[config.mk]
export PLATFORM = sky130hd
export DESIGN_NAME = jt12_din_flat
export DESIGN_NICKNAME = d
export VERILOG_FILES = /design/src/rtl/jt12_din_if.sv /design/src/rtl/jt12_din.sv /design/src/flat_wrapper.sv
export SDC_FILE = /design/constraint.sdc
export NUM_CORES = 1
export LEC_CHECK = 0
export ABC_CLOCK_PERIOD_IN_PS = 1600
export BUFFER_PORTS_ARGS = -buffer_cell sky130_fd_sc_hd__buf_2
export CORE_MARGIN = 2
export CORE_UTILIZATION = 50
export CTS_CLUSTER_SIZE = 40
export DETAILED_ROUTE_END_ITERATION = 10
export PLACE_DENSITY_LB_ADDON = 0.12
export SKIP_LAST_GASP = 1
export SYNTH_ARGS = -nofsm -noshare
export SYNTH_HDL_FRONTEND = slang
export SYNTH_SLANG_ARGS = --single-unit
[constraint.sdc]
create_clock -name clk -period 1.6 [get_ports clk]
set_input_delay 0.16 -clock clk [delete_from_list [all_inputs] [get_ports clk]]
set_output_delay 0.16 -clock clk [all_outputs]
set_load 0.005 [all_outputs]
[src/rtl/jt12_din_if.sv]
// jt12_din_if: host write-side bus of the JT12 register interface.
//   cs_n  chip select, active-low
//   wr_n  write strobe, active-low
//   addr  [0] 0 = address port / 1 = data port, [1] bank
//   din   write data
// master: host side (drives the bus); slave: jt12_din (samples the bus).
interface jt12_din_if;
  logic       cs_n;
  logic       wr_n;
  logic [1:0] addr;
  logic [7:0] din;

  modport master (output cs_n, wr_n, addr, din);
  modport slave  (input  cs_n, wr_n, addr, din);
endinterface

[src/rtl/jt12_din.sv]
// jt12_din: CPU write side of the JT12 FM core.
// Detects host write strobes, keeps the address latch and bank, turns each
// data write into a one-clk reg_wr pulse aligned to cen, and generates busy.
// Ports:
//   clk, rst_n       clock, asynchronous active-low reset
//   cen              chip clock enable
//   host             jt12_din_if.slave host bus (cs_n, wr_n, addr, din)
//   reg_addr/part/data  issued register write (held until next issue)
//   reg_wr           one-clk write pulse to the core
//   busy             busy status for the read mux
//   overrun          sticky overwrite flag, only with JT12_DIN_OVERRUN_EN
// Optional feature macro: JT12_DIN_OVERRUN_EN
module jt12_din #(
  parameter int unsigned BUSY_CYCLES = 32
) (
  input  logic            clk,
  input  logic            rst_n,
  input  logic            cen,
  jt12_din_if.slave       host,
  output logic [7:0]      reg_addr,
  output logic            reg_part,
  output logic [7:0]      reg_data,
  output logic            reg_wr,
  output logic            busy
`ifdef JT12_DIN_OVERRUN_EN
  ,
  output logic            overrun
`endif
);

  localparam logic [7:0] CNT_LOAD = 8'(BUSY_CYCLES);

  logic       wr_l_q,     wr_l_d;
  logic [7:0] alatch_q,   alatch_d;
  logic       pend_q,     pend_d;
  logic [7:0] p_addr_q,   p_addr_d;
  logic       p_part_q,   p_part_d;
  logic [7:0] p_data_q,   p_data_d;
  logic [7:0] cnt_q,      cnt_d;
  logic       busy_q,     busy_d;
  logic       reg_wr_q,   reg_wr_d;
  logic [7:0] reg_addr_q, reg_addr_d;
  logic       reg_part_q, reg_part_d;
  logic [7:0] reg_data_q, reg_data_d;

  logic wr_act;
  logic accept;
  logic acc_addr;
  logic acc_data;
  logic issue;

  assign wr_act   = !host.cs_n && !host.wr_n;
  assign accept   = wr_act && !wr_l_q;
  assign acc_addr = accept && !host.addr[0];
  assign acc_data = accept &&  host.addr[0];
  assign issue    = cen && pend_q;

  always_comb begin
    wr_l_d     = wr_act;
    alatch_d   = alatch_q;
    pend_d     = pend_q;
    p_addr_d   = p_addr_q;
    p_part_d   = p_part_q;
    p_data_d   = p_data_q;
    cnt_d      = cnt_q;
    busy_d     = busy_q;
    reg_wr_d   = issue;
    reg_addr_d = reg_addr_q;
    reg_part_d = reg_part_q;
    reg_data_d = reg_data_q;

    if (acc_addr) alatch_d = host.din;

    // Issue reads the old pending registers, so a simultaneous new data
    // write lands in pending without disturbing the write being issued.
    if (issue) begin
      reg_addr_d = p_addr_q;
      reg_part_d = p_part_q;
      reg_data_d = p_data_q;
      pend_d     = 1'b0;
    end

    if (acc_data) begin
      p_addr_d = alatch_q;
      p_part_d = host.addr[1];
      p_data_d = host.din;
      pend_d   = 1'b1;
      cnt_d    = CNT_LOAD;
      busy_d   = 1'b1;
    end else if (cen && !pend_q && cnt_q != '0) begin
      cnt_d = cnt_q - 8'd1;
      if (cnt_q == 8'd1) busy_d = 1'b0;
    end
  end

  always_ff @(posedge clk or negedge rst_n) begin
    if (!rst_n) begin
      wr_l_q     <= 1'b0;
      alatch_q   <= '0;
      pend_q     <= 1'b0;
      p_addr_q   <= '0;
      p_part_q   <= 1'b0;
      p_data_q   <= '0;
      cnt_q      <= '0;
      busy_q     <= 1'b0;
      reg_wr_q   <= 1'b0;
      reg_addr_q <= '0;
      reg_part_q <= 1'b0;
      reg_data_q <= '0;
    end else begin
      wr_l_q     <= wr_l_d;
      alatch_q   <= alatch_d;
      pend_q     <= pend_d;
      p_addr_q   <= p_addr_d;
      p_part_q   <= p_part_d;
      p_data_q   <= p_data_d;
      cnt_q      <= cnt_d;
      busy_q     <= busy_d;
      reg_wr_q   <= reg_wr_d;
      reg_addr_q <= reg_addr_d;
      reg_part_q <= reg_part_d;
      reg_data_q <= reg_data_d;
    end
  end

  assign reg_addr = reg_addr_q;
  assign reg_part = reg_part_q;
  assign reg_data = reg_data_q;
  assign reg_wr   = reg_wr_q;
  assign busy     = busy_q;

`ifdef JT12_DIN_OVERRUN_EN
  logic overrun_q, overrun_d;

  // Only a write that is really lost counts; a pending write issuing on
  // the same cycle as the new acceptance is not overwritten.
  always_comb begin
    overrun_d = overrun_q;
    if (acc_data && pend_q && !issue) overrun_d = 1'b1;
  end

  always_ff @(posedge clk or negedge rst_n) begin
    if (!rst_n) overrun_q <= 1'b0;
    else        overrun_q <= overrun_d;
  end

  assign overrun = overrun_q;
`endif

endmodule

[src/flat_wrapper.sv]
// flat-port wrapper written by rule: the top's interface ports become plain ports
module jt12_din_flat 
#(
  parameter int unsigned BUSY_CYCLES = 32
)
  (clk, rst_n, cen, reg_addr, reg_part, reg_data, reg_wr, busy, host_cs_n, host_wr_n, host_addr, host_din);
  jt12_din_if host_i ();
  input  logic clk;
  input  logic rst_n;
  input  logic cen;
  output logic [7:0] reg_addr;
  output logic reg_part;
  output logic [7:0] reg_data;
  output logic reg_wr;
  output logic busy;
  input wire logic [$bits(host_i.cs_n)-1:0] host_cs_n;
  input wire logic [$bits(host_i.wr_n)-1:0] host_wr_n;
  input wire logic [$bits(host_i.addr)-1:0] host_addr;
  input wire logic [$bits(host_i.din)-1:0] host_din;
  assign host_i.cs_n = host_cs_n;
  assign host_i.wr_n = host_wr_n;
  assign host_i.addr = host_addr;
  assign host_i.din = host_din;
  jt12_din #(.BUSY_CYCLES(BUSY_CYCLES)) u_core (.clk(clk), .rst_n(rst_n), .cen(cen), .host(host_i), .reg_addr(reg_addr), .reg_part(reg_part), .reg_data(reg_data), .reg_wr(reg_wr), .busy(busy));
endmodule
==> results list, run 1 <==
- OpenSTA, run right after detailed placement, puts the worst setup slack at -91.0 ps.
- After detailed routing, the number of remaining DRC violations is 0.
* Combinational family with the most area after synthesis: simple AND/OR/NAND/NOR gates
- Max VDD drop: ~0.00085 V
- Critical Path Start Type: flip-flop
* Routed wire length per instance: 14.5 um
- Walking the worst path, the cells encountered are inv_2 > buf_4 > ha_4 > nand3b_1 > or4_4 > a21oi_2.
- Setup violations remaining at the end of the flow were counted as 2.
- Clock tree from TritonCTS: yes
- Met3 usage in global routing: 4.92%
* Count of buffering cells on the critical path with inverters included: 2
- Largest net degree at the start of global routing: between 50 and 60
- The initial antenna violation count was 0.
- Worst Path Class, Setup: reg -> reg
- The congestion estimate from routability-driven global placement came to 0.877.
- Counting every net in the synthesized netlist gives 208.
* Area growth from synthesis to final layout: 25.5%
* Die boundary width: 71.3 um
* Worst min-delay path category: in -> reg
- In this run the tool buffered the top-level ports with 33 buffer cells.
- Maximum clock frequency: 608 MHz
- On the worst path, the slowest cell contributes a delay of 550 ps.
- Count of routing violations after the opening detailed-route iteration: 89
- Wire length of the first global-routing pass: 6910 um
* Antenna-violating nets left: 0
- Routed via count divided by cell count: 5.11
- Maximum clock path buffer count: 2
- Filler Cell Count: 350
* Required time worst endpoint: 1840 ps
- The synthesized netlist devotes 0% of its cell area to XOR and XNOR gates.
* Yosys warning total: 0
* # rows: 24
- Violated checks: setup timing
* Final standard cell area without fillers: 0.00284 mm2
* Ratio of cells with drive above 1 in the final layout: 42.9%
- For this design the static power due to leakage is 0.00139 uW.
- Chip height: 71.3 um
- Synth Area in Simple Gates: 19.3%
* Number of hold violations in the final report: 0
- The worst setup path is captured at a flip-flop.
- Setup slack on the critical path of the routed design comes to -44.1 ps.
- Routed wire length: 4310 um
- Worst skew pair latency: 300 ps
* Area of the mapped netlist: 0.00226 mm2
- Between clock sinks in the finished design, the worst skew comes to 11.4 ps.
- Count of final max-slew check failures: 0
* Critical path arrival: 1890 ps
- Clock tree synthesis selected as its root buffer the cell sky130_fd_sc_hd__clkbuf_8.
* EDFF count, synth: 0
* Number of distinct library cells after synthesis: 27
- TritonCTS created 5 clock buffers.
- The region available for standard cell placement spans 0.00435 mm2.
- IO Pins: 34
* Via total after detailed routing: 1518
- Fin cells: 297
- Busiest layer in global routing: met2
- Summing the areas of all compound-gate instances in the mapped netlist gives 2.27% of the synthesized area.
- RSZ-0062 raised after global routing: yes
- Worst Hold Slack: 47.9 ps
- Summing the areas of all fa, ha and maj instances in the mapped netlist gives under 10% of the synthesized area.
* #FFs+latches synth: between 50 and 60
- Headroom to the max-slew limit came out at 66.4%.
- Total power of the final layout: 4360 uW
- After layout, the worst path uses 103% of the clock period.
- H-tree levels: 2
- Post-synthesis async set-or-reset flop share: 100%
- Synthesis handed over a netlist of 190 instances.
* Shortest period the worst path allows: 1640 ps
- For met2 alone, demand over resource in global routing was between 20% and 30%.
- Most frequent cells in the layout: sky130_fd_sc_hd__nand2_1, sky130_fd_sc_hd__dfrtp_1, sky130_fd_sc_hd__buf_2
- GRT Residual Overflow: 0
- Most frequent standard cell in the layout excluding fill and tap cells: sky130_fd_sc_hd__nand2_1
* Pin slew with the least headroom to its limit: 504 ps
- The tree built by TritonCTS fans out to between 50 and 60 sinks.
- The floorplan step defined a die boundary enclosing 0.00508 mm2.
- Sequential fraction of the synthesis area: 59.7%
- In this run the power density over the cells is 1540 mW/mm2.
* Initial cell density of the core: between 50% and 60%
- Number of cells in the design after placement: 282
- The flow ran to the end, but the final reports show violations.
* Antenna fix cells: 0
* Max-capacitance violation count: 0
- Maximum net fanout on the critical path: 4
- Clock slew at the register clock pins of the worst setup and hold paths: 100 ps
* Total global-route track usage: around 18%
* Sum of net half-perimeters after detailed placement: 2850 um
- For this run, the leading register cell type out of synthesis is sky130_fd_sc_hd__dfrtp_1.
* Top cell family by delay on the critical path: simple AND/OR/NAND/NOR gates
- Area after detailed placement: ~0.0026 mm2
- Critical path's slowest cell: sky130_fd_sc_hd__or4_4
- Synth Area per Inst: 11.9 um2
- The first TritonRoute pass finished after 4 iterations.
- Multiplexer fraction of the synthesized cell area: 15.1%
- GR Layer Usage met1: 24.4%
- # nets final: 262
- Via count of the first global-routing pass: 1481
==> cell families (layout without fill, tap and decap cells) <==
kind of cell,after synthesis,in the layout
fa+ha+maj,3,3
flops,54,54
simple gates,84,84
buf+inv,10,65
mux,31,31
compound gates,8,8
==> registers in the layout, summed over array words and instances, names as in the netlist <==
signal and flops:
u_core.alatch_q 8, u_core.busy 1, u_core.cnt_q 8, u_core.p_addr_q 8, u_core.p_data_q 8, u_core.p_part_q 1, u_core.pend_q 1, u_core.reg_addr 8
u_core.reg_data 8, u_core.reg_part 1, u_core.reg_wr 1, u_core.wr_l_q 1
==> power by group <==
part	switching [uW]	leakage (uW)	internal (uW)	total (uW)
logic	661	0.000671	848	1510
clock network	449	0.0000478	357	806
registers	271	0.000673	1780	2050
==> worst paths after layout <==
kind                                                     start                             end  slack [ps]  cells after the start
worst min-delay path                              host_addr[1]     u_core.p_part_q$_DFFE_PN0P_          50                      3
max in group asynchronous                                rst_n         u_core.wr_l_q$_DFF_PN0_         980                      3
min in group asynchronous                                rst_n     u_core.cnt_q[7]$_DFFE_PN0P_         360                      3
worst max register to register     u_core.cnt_q[1]$_DFFE_PN0P_     u_core.cnt_q[4]$_DFFE_PN0P_         -40                      6
worst max-delay path               u_core.cnt_q[1]$_DFFE_PN0P_     u_core.cnt_q[4]$_DFFE_PN0P_         -40                      6
worst min register to register  u_core.alatch_q[0]$_DFFE_PN0P_  u_core.p_addr_q[0]$_DFFE_PN0P_         480                      2
==> final cells by class <==
type                       instances  area (um2)  area share, %
multi-input combinational        126         963           33.9
sequential                        54        1350           47.6
clock inverter                     2        16.3          0.573
inverter                           4        15.0          0.529
clock buffer                       6        82.6           2.91
timing repair buffer              53         347           12.2
tap                               52        65.1           2.29
==> worst min-delay path: cells and delay by family <==
family        cells  cell delay, ps
simple gates      2              90
buf+inv           1              70
==> what timing repair did <==
item	CTS	global route
gates resized for setup	3	15
hold buffers	1	0
setup buffers	0	6
pin swaps	0	7
hold endpoints to repair	54	0
endpoints found under the setup margin	3	7
==> metal layers <==
metal | part of all wire, % | routed length, um | up-vias
met3 | 3.4 | 145 | 4
met5 | 0 | 0 | -
li1 | - | - | 742
met1 | 46 | 1970 | 745
met2 | 50 | 2140 | 27
met4 | 0.98 | 42 | 0
==> metrics by stage <==
stage	TNS, ps	utilization [%]
after floorplan	0	-
after global routing	-396	65.2
final	-48.7	65.2
after detailed placement	-173	59.4
after global placement	0	59.4
after CTS	-43.3	62.2
==> cells in the mapped netlist, types with 2 or more instances <==
library cell               instances  share of area, %
sky130_fd_sc_hd__nor4_4            2               1.9
sky130_fd_sc_hd__nand2b_1          5               1.4
sky130_fd_sc_hd__nand2_1          59               9.8
sky130_fd_sc_hd__or4b_1            2              0.88
sky130_fd_sc_hd__mux2_2           26                13
sky130_fd_sc_hd__nor2_1            4              0.66
sky130_fd_sc_hd__dfrtp_1          54                60
sky130_fd_sc_hd__o21ai_0           2              0.44
sky130_fd_sc_hd__buf_2             4              0.88
sky130_fd_sc_hd__ha_1              3               1.7
sky130_fd_sc_hd__mux2i_1           5               2.2
sky130_fd_sc_hd__nor4_1            2              0.55
sky130_fd_sc_hd__a21oi_1           3              0.66
sky130_fd_sc_hd__inv_1             4              0.66
sky130_fd_sc_hd__clkbuf_1          2              0.33
sky130_fd_sc_hd__or2_2             2              0.55
Note: power is estimated with default switching activity, not from simulation.
==> run 2, diff against run 1 <==
- PLACE_DENSITY: default -> 0.74
- PLACE_DENSITY_LB_ADDON: 0.12 -> default
==> run 2 against run 1 <==
Net effect:
- the flow now finishes without violations
- non-clock buffer count grew 2
- hold slack about the same
- sequential cell count stayed put
- largest cell class unchanged
- die area unchanged
- final area down 1.5%
==> results list, run 2 (synthesis gave the netlist of run 1 again) <==
* Initial antenna violation count: 0 (unchanged)
- The achievable frequency is 637 MHz (+4.8%).
* Total power of the final layout: 4170 uW (-4.5%)
- The worst setup path is launched from a flip-flop.
- # rows: 24 (unchanged)
- The clock latency on the worst-skew pair is 310 ps (about the same).
- The slowest stage of the critical path belongs to the cell sky130_fd_sc_hd__or3_1.
- The share of the core filled with cells in the final layout is 64.2% (-1.0 points).
* Ratio of cells with drive above 1 in the final layout: 42.1% (-0.75 points)
* Routed via count divided by cell count: 5.12 (+0.12%)
- The number of I/O pins was 34 (unchanged).
- Number of detailed-route iterations in the first pass: 3 (-1)
- The endpoint arrival time on the critical path was 1800 ps (-90 ps).
- The slew of the pin with the lowest slew margin came to 470 ps (-34.1 ps).
- The number of cells on the worst hold path was 3 (unchanged).
- The required time of the worst setup path came to 1830 ps (about the same).
* Share of the clock period used by the worst path after layout: 98.0% (-4.7 points)
* Clock Skew: 6.48 ps (-4.90 ps)
- The first-pass GRT wire length was 6970 um (+0.81%).
- Number of hold violations in the final report: 0 (unchanged)
* Largest net degree at the start of global routing: 55 (unchanged)
- Setup repair after global routing could not meet its margin everywhere.
* Clock net sink count: 54 (unchanged)
* Leakage power summed over all cells: 0.00140 uW (+0.46%)
- Cell chain of the critical path: or3_1 > buf_4 > nor4_4 > mux2i_1
- The number of max-capacitance violations reported was 0 (unchanged).
* Via count of the first global-routing pass: 1505 (+1.6%)
- Antenna-violating nets left: 0 (unchanged)
- The clock slew at the register clock pins of the worst setup and hold paths is 90 ps (about the same).
- The buffer depth of the longest clock path was 2 (unchanged).
- The worst hold path belongs to the class in -> reg.
- The buffering stage count on the worst path with inverters included came to 1 (-1).
* Max VDD drop: 0.000713 V (-17%)
- Outcome: completed
- The power density relative to cell area is 1490 mW/mm2 (-3.1%).
* CTS Buf Count: 5 (unchanged)
- Core region area: 0.00435 mm2 (unchanged)
* Most frequent cells in the layout: sky130_fd_sc_hd__nand2_1, sky130_fd_sc_hd__dfrtp_1, sky130_fd_sc_hd__buf_2
* Initial cell density of the core: 52.0% (unchanged)
- Via total after detailed routing: 1530 (+0.79%)
- Leaving out fill and tap cells, the most frequent cell in the layout is sky130_fd_sc_hd__nand2_1.
- The HPWL after detailed placement came to 2860 um (+0.17%).
- Sort of element at the end of the critical path: flip-flop
- The total routing resource utilization after global routing was 17.6% (-0.10 points).
- Maximum net fanout on the critical path: 4 (unchanged)
* Antenna fix cells: 0 (unchanged)
- CP max stage delay: 450 ps (-100 ps)
* Die Outline Area: 0.00508 mm2 (unchanged)
- The die outline width was 71.3 um (unchanged).
- Worst Path Class, Setup: reg -> reg
* Area growth from synthesis to final layout: 23.5%
- IO buf count: 33 (unchanged)
- Routed wire length per instance: 13.9 um (-4.1%)
* Worst Hold Slack: 47.7 ps (-0.163 ps)
- The logic depth of the worst setup path including buffers was 4 (-2).
* Count of routing violations after the opening detailed-route iteration: 92 (+3.4%)
- The total wirelength of the detailed-routed design is 4160 um (-3.4%).
* Final setup violation count: 0 (-2)
* H-tree levels: 2 (unchanged)
- Top cell family by delay on the critical path: simple AND/OR/NAND/NOR gates
- The total overflow reported by the global router is 0 (unchanged).
- The placer congestion estimate is 0.826 (-5.8%).
* Worst reg-to-reg path cell count: 4 (-2)
- The shortest period the worst path allows was 1570 ps (-75.4 ps).
- # nets final: 264 (+0.76%)
* Clock tree from TritonCTS: yes
- Master cell of the clock root buffer: sky130_fd_sc_hd__clkbuf_8
* Residual DRC count: 0 (unchanged)
* Chip height: 71.3 um (unchanged)
- Worst slew margin relative to its limit: 68.4% (+2.0 points)
- Count of final max-slew check failures: 0 (unchanged)
run 2: cell type report:
class	instances	area (um2)
clock buffers	7	96.3
clock inverters	1	8.76
fillers	342	1560
inverters	4	15.0
multi-input cells	126	915
flip-flops and latches	54	1350
well taps	52	65.1
repair buffers	55	345
run 2: final timing paths:
check / end / slack (ps) / start
worst max register to register: u_core.cnt_q[7]$_DFFE_PN0P_ / 30 / u_core.cnt_q[4]$_DFFE_PN0P_
max in group asynchronous: u_core.reg_part$_DFFE_PN0P_ / 990 / rst_n
worst min-delay path: u_core.p_part_q$_DFFE_PN0P_ / 50 / host_addr[1]
worst min register to register: u_core.p_addr_q[6]$_DFFE_PN0P_ / 470 / u_core.alatch_q[6]$_DFFE_PN0P_
worst max-delay path: u_core.cnt_q[7]$_DFFE_PN0P_ / 30 / u_core.cnt_q[4]$_DFFE_PN0P_
min in group asynchronous: u_core.reg_wr$_DFF_PN0_ / 360 / rst_n
run 2: stage by stage:
stage          setup WS, ps  cell area [um2]  setup TNS [ps]  instances
3_3_place_gp           23.7             2620               0        287
6_report               31.3             2800               0        299
5_1_grt               -20.5             2800           -51.0        299
4_1_cts               -33.1             2750           -50.9        296
3_5_place_dp          -55.4             2620           -67.1        287
2_1_floorplan          21.0             2260               0        190
run 2: worst reg2reg max path, cell delays in order (launching register included):
cell and delay, ps:
sky130_fd_sc_hd__dfrtp_1 420, sky130_fd_sc_hd__or3_1 450, sky130_fd_sc_hd__buf_4 180, sky130_fd_sc_hd__nor4_4 230, sky130_fd_sc_hd__mux2i_1 210
run 2: metal layers:
| layer | global-route usage [%] | wire (um) |
|---|---|---|
| met4 | 8.39 | 65 |
| met2 | 27.1 | 1950 |
| met5 | 0 | 0 |
| met1 | 24.2 | 2010 |
| met3 | 3.52 | 130 |
run 2: repair_timing:
action	4_1_cts	5_1_grt
resized for setup	2	8
endpoints found under the setup margin	4	9
pin swaps	0	3
setup buffers	0	3
hold buffers	1	0
endpoints found under the hold margin	54	0
run 2: power breakdown:
| part | switching [uW] | internal [uW] | leakage (uW) |
|---|---|---|---|
| combinational | 565 | 711 | 0.000670 |
| clock | 435 | 397 | 0.0000544 |
| sequential | 279 | 1780 | 0.000673 |
| total | 1280 | 2890 | 0.00140 |
